**src/rtl/ins_fetch_unit.sv**
```systemverilog
// Instruction fetch unit: reads the PC, fetches from instruction memory and buffers words for the decoder.
// A jump flushes the buffer and redirects the next fetch to the jump target.
module ins_fetch_unit #(
  parameter int DATA_WIDTH = 8,
  parameter int INS_WIDTH  = 8,
  parameter int FIFO_DEPTH = 2
) (
  input  logic                  clk,
  input  logic                  rst_n,
  input  logic [DATA_WIDTH-1:0] i_pc,
  input  logic                  i_jump,
  output logic                  o_ins_pc_oen,
  output logic                  o_mem_rd,
  output logic [DATA_WIDTH-1:0] o_mem_addr,
  input  logic                  i_mem_rdy,
  input  logic [INS_WIDTH-1:0]  i_mem_data,
  output logic [INS_WIDTH-1:0]  o_ins,
  output logic                  o_ins_valid,
  input  logic                  i_ins_ready
);

  localparam int PTR_W = $clog2(FIFO_DEPTH);

  typedef enum logic [1:0] {IDLE, REQ, DROP} state_t;

  state_t                state_reg;
  logic [PTR_W:0]        count_reg;
  logic [PTR_W-1:0]      rd_ptr_reg;
  logic [PTR_W-1:0]      wr_ptr_reg;
  logic                  jmp_pend_reg;
  logic [DATA_WIDTH-1:0] jmp_addr_reg;
  logic                  noadv_reg;
  logic                  mem_rd_reg;
  logic [DATA_WIDTH-1:0] mem_addr_reg;
  logic [INS_WIDTH-1:0]  mem_reg [FIFO_DEPTH];

  logic push;
  logic pop;
  logic issue;

  assign push         = (state_reg == REQ) & i_mem_rdy & ~i_jump;
  // The calculator already stepped past a jump target, so the first fetch after a jump stays silent.
  assign o_ins_pc_oen = push & ~noadv_reg;
  assign o_ins_valid  = (count_reg != '0) & ~i_jump;
  assign pop          = o_ins_valid & i_ins_ready;
  assign issue        = (state_reg == IDLE) & ~i_jump & (count_reg < (PTR_W + 1)'(FIFO_DEPTH));
  assign o_ins        = mem_reg[rd_ptr_reg];
  assign o_mem_rd     = mem_rd_reg;
  assign o_mem_addr   = mem_addr_reg;

  always_ff @(posedge clk or negedge rst_n) begin
    if (!rst_n) begin
      state_reg    <= IDLE;
      count_reg    <= '0;
      rd_ptr_reg   <= '0;
      wr_ptr_reg   <= '0;
      jmp_pend_reg <= 1'b0;
      jmp_addr_reg <= '0;
      noadv_reg    <= 1'b0;
      mem_rd_reg   <= 1'b0;
      mem_addr_reg <= '0;
      for (int i = 0; i < FIFO_DEPTH; i++) begin
        mem_reg[i] <= '0;
      end
    end else begin
      if (i_jump) begin
        jmp_addr_reg <= i_pc;
        jmp_pend_reg <= 1'b1;
      end

      case (state_reg)
        IDLE: begin
          if (issue) begin
            mem_rd_reg   <= 1'b1;
            mem_addr_reg <= jmp_pend_reg ? jmp_addr_reg : i_pc;
            noadv_reg    <= jmp_pend_reg;
            jmp_pend_reg <= 1'b0;
            state_reg    <= REQ;
          end
        end
        REQ: begin
          if (i_mem_rdy) begin
            mem_rd_reg <= 1'b0;
            state_reg  <= IDLE;
          end else if (i_jump) begin
            state_reg <= DROP;
          end
        end
        DROP: begin
          // Keep the stale request asserted until memory completes it, then throw the data away.
          if (i_mem_rdy) begin
            mem_rd_reg <= 1'b0;
            state_reg  <= IDLE;
          end
        end
        default: state_reg <= IDLE;
      endcase

      if (i_jump) begin
        count_reg  <= '0;
        rd_ptr_reg <= '0;
        wr_ptr_reg <= '0;
      end else begin
        if (push) begin
          mem_reg[wr_ptr_reg] <= i_mem_data;
          wr_ptr_reg          <= wr_ptr_reg + 1'b1;
        end
        if (pop) begin
          rd_ptr_reg <= rd_ptr_reg + 1'b1;
        end
        case ({push, pop})
          2'b10:   count_reg <= count_reg + 1'b1;
          2'b01:   count_reg <= count_reg - 1'b1;
          default: count_reg <= count_reg;
        endcase
      end
    end
  end

endmodule

```
**config.mk**
```make
export PLATFORM = sky130hd
export DESIGN_NAME = ins_fetch_unit
export DESIGN_NICKNAME = d
export VERILOG_FILES = /design/src/rtl/ins_fetch_unit.sv
export SDC_FILE = /design/constraint.sdc
export NUM_CORES = 1
export LEC_CHECK = 0
export CORE_MARGIN = 5
export CORE_UTILIZATION = 35
export CTS_BUF_LIST = sky130_fd_sc_hd__clkbuf_4 sky130_fd_sc_hd__clkbuf_8
export CTS_CLUSTER_DIAMETER = 50
export DETAILED_ROUTE_END_ITERATION = 12
export HOLD_SLACK_MARGIN = 0.05
export PLACE_DENSITY = 0.66
export SLEW_MARGIN = 20
export SYNTH_ARGS = -nofsm -noshare
export SYNTH_HDL_FRONTEND = slang
export SYNTH_SLANG_ARGS = --single-unit
```
**constraint.sdc**
```tcl
create_clock -name clk -period 4.4 [get_ports clk]
set_input_delay 1.1 -clock clk [delete_from_list [all_inputs] [get_ports clk]]
set_output_delay 1.1 -clock clk [all_outputs]
set_load 0.1 [all_outputs]
```
==> summary.txt <==
Finish
  • N_diodes: 0
  • Max reg flops: 16
  • Finished Cell Area: ~0.0024 mm²
  • Final nets: 211
  • Layout cell share with drive strength beyond 1: 0.283
  • # fillers: around 480
  • Area delta synth->final: 30.2%

Clock tree
  • CTS Hold Bufs: 0
  • CTS H-tree depth: 2
  • CTS sink cnt: 41
  • Clk Latency, worst-skew pair: 0.30 ns
  • Number of buffers created by CTS: 5
  • Postcts setup bufs: 0
  • CTS tree: done
  • Max Root-Sink Buffers: 2
  • Root buf cell: clkbuf_8
  • Reg clk slew, reported paths: ~0.08 ns
  • CTS resizes: 0

Setup path
  • Worst Path Required: about 3.3 ns
  • Crit path DAT: 2.37 ns
  • Critical setup path kind: in2out
  • CP startpoint kind: primary input
  • CP max FO: 11
  • Kind of end point of the critical path: output port

Routing
  • Vias: 1230
  • Residual DRC: 0
  • DR pass1 iterations: 4
  • Total routed wirelength: between 3000 and 4000 µm
  • Post-route ant nets: 0
  • Iteration-0 DRC Markers: 78
  • Vias per inst: 4.79
  • Per-cell routed wire length: 15.4 µm

Logic synthesis
  • Sequential-to-total area share from yosys stat: 0.552
  • Asr flop ratio synth: 1.00
  • EDFF count, synth: 0
  • Most common cell in the netlist: dfrtp_1
  • Post-synth top area share: 0.552
  • Avg Cell Area, Syn: ~13 µm²
  • Yosys reg bits: 41
  • Synth warn: 0
  • Syn_nets: 169
  • Cell taking the most area after synthesis: dfrtp_1
  • Cell count after synthesis: 144
  • Synth unique cells: 28
  • Synth top area cells: dfrtp_1 55%, mux2_2 21%, mux2i_1 4.3%
  • Synth Cell Area: 0.00186 mm²
  • Commonest cells in the netlist: 41 x dfrtp_1, 34 x mux2_2, 13 x nor2_1, 11 x a21oi_1, 8 x mux2i_1
  • Ys flop type: dfrtp_1

Floorplan
  • DIE HEIGHT: 82.9 µm
  • Die area: around 0.007 mm²
  • Die X: 82.9 µm
  • IO Pins: 40
  • FP Rows: 26
  • Core area: 0.00514 mm²
  • Initial core utilization: 0.362

STA
  • Fin Hold WS: 0.505 ns
  • Max Slew Vio Count: 0
  • Final worst slack: approximately 0.93 ns
  • Worst slew margin: 0.346
  • Slew of the pin with the lowest slew margin: slightly below 1 ns
  • Final worst path period need: ~3.5 ns
  • Final setup TNS: 0 ns
  • Skew final: about 0.0093 ns
  • RSZ-0062 raised after global routing: no
  • Setup violators final: 0
  • FMAX: 288 MHz
  • Tcrit/Tclk final: 0.789
  • Final hold vios: 0

Placement
  • DP Area: around 0.0023 mm²
  • RePlAce Congestion: 0.748
  • Post-DP HPWL: 2860 µm
  • IO Port Bufs: 39
  • DP Worst Slack: 0.889 ns

GRT
  • Tot GR Track Use: 0.122
  • Antenna violations before repair: 0
  • Vias in the first global route: 1331
  • First-pass GRT wire length: about 6600 µm
  • Largest net degree at the start of global routing: 42
  • Gr ovfl total: 0

Outcome
  • Status: completed

Min path
  • Hold Crit Class: reg2reg

Job
  • Max cap viols: 0
cell usage in the layout (no fill, tap or decap), drive strengths merged, types with 3 or more instances in the layout:
cell type,instances
a21oi,11
buf,4
clkbuf,5
clkdlybuf4s50,36
dfrtp,41
ha,4
inv,6
mux2,34
mux2i,8
nand2,3
nor2,14
o21ai,5
worst max-delay path, cell delays in order:
cell             delay (ns)
clkdlybuf4s50_1        0.67
nor3_2                 0.38
buf_12                 0.21
metrics by stage:
stage                util  instances
global placement    0.454        249
finish              0.471        257
global route        0.471        257
CTS                 0.471        257
floorplan               -        144
detailed placement  0.454        249
layer usage:
metal  track usage  wire (µm)  vias up
li1              -          -      583
met1         0.134       1630      622
met2         0.219       2160       20
met3        0.0307         96        5
met4        0.0579         76        0
met5             0          0        -
path summary, 6_finish.rpt:
kind	end	cells after the start	from	slack, ns
min in group asynchronous	jmp_addr_reg[5]$_DFFE_PN0P_	1	rst_n	0.93
hold reg to reg	mem_reg[9]$_DFFE_PN0P_	1	mem_reg[9]$_DFFE_PN0P_	0.51
setup / recovery	o_ins_pc_oen	3	i_jump	0.93
setup reg to reg	mem_reg[15]$_DFFE_PN0P_	5	state_reg[1]$_DFFE_PN0P_	2.61
hold / removal	mem_reg[9]$_DFFE_PN0P_	1	mem_reg[9]$_DFFE_PN0P_	0.51
max in group asynchronous	mem_reg[3]$_DFFE_PN0P_	1	rst_n	2.88
cells by family after synthesis:
kind of cell             after synthesis  synth area share
buffers and inverters                 11            0.0283
AND/OR/NAND/NOR                       24            0.0740
XOR/XNOR                               3            0.0141
adder cells (fa/ha/maj)                4            0.0269
AO/OA/AOI/OAI                         19            0.0559
flip-flops                            41             0.552
multiplexers                          42             0.249
final cells by class:
| class | count | area, µm² | area share |
|---|---|---|---|
| Sequential cell | 41 | 1030 | 0.424 |
| Timing Repair Buffer | 40 | 413 | 0.171 |
| Clock buffer | 5 | 68.8 | 0.0284 |
| Tap cell | 70 | 87.6 | 0.0362 |
| Clock inverter | 3 | 17.5 | 0.00724 |
| Inverter | 6 | 22.5 | 0.00930 |
| Multi-Input combinational cell | 92 | 786 | 0.325 |
Power is left out: the tool's default activity adds up to more than one toggle a clock period on the data nets, which glitch-free logic cannot reach.
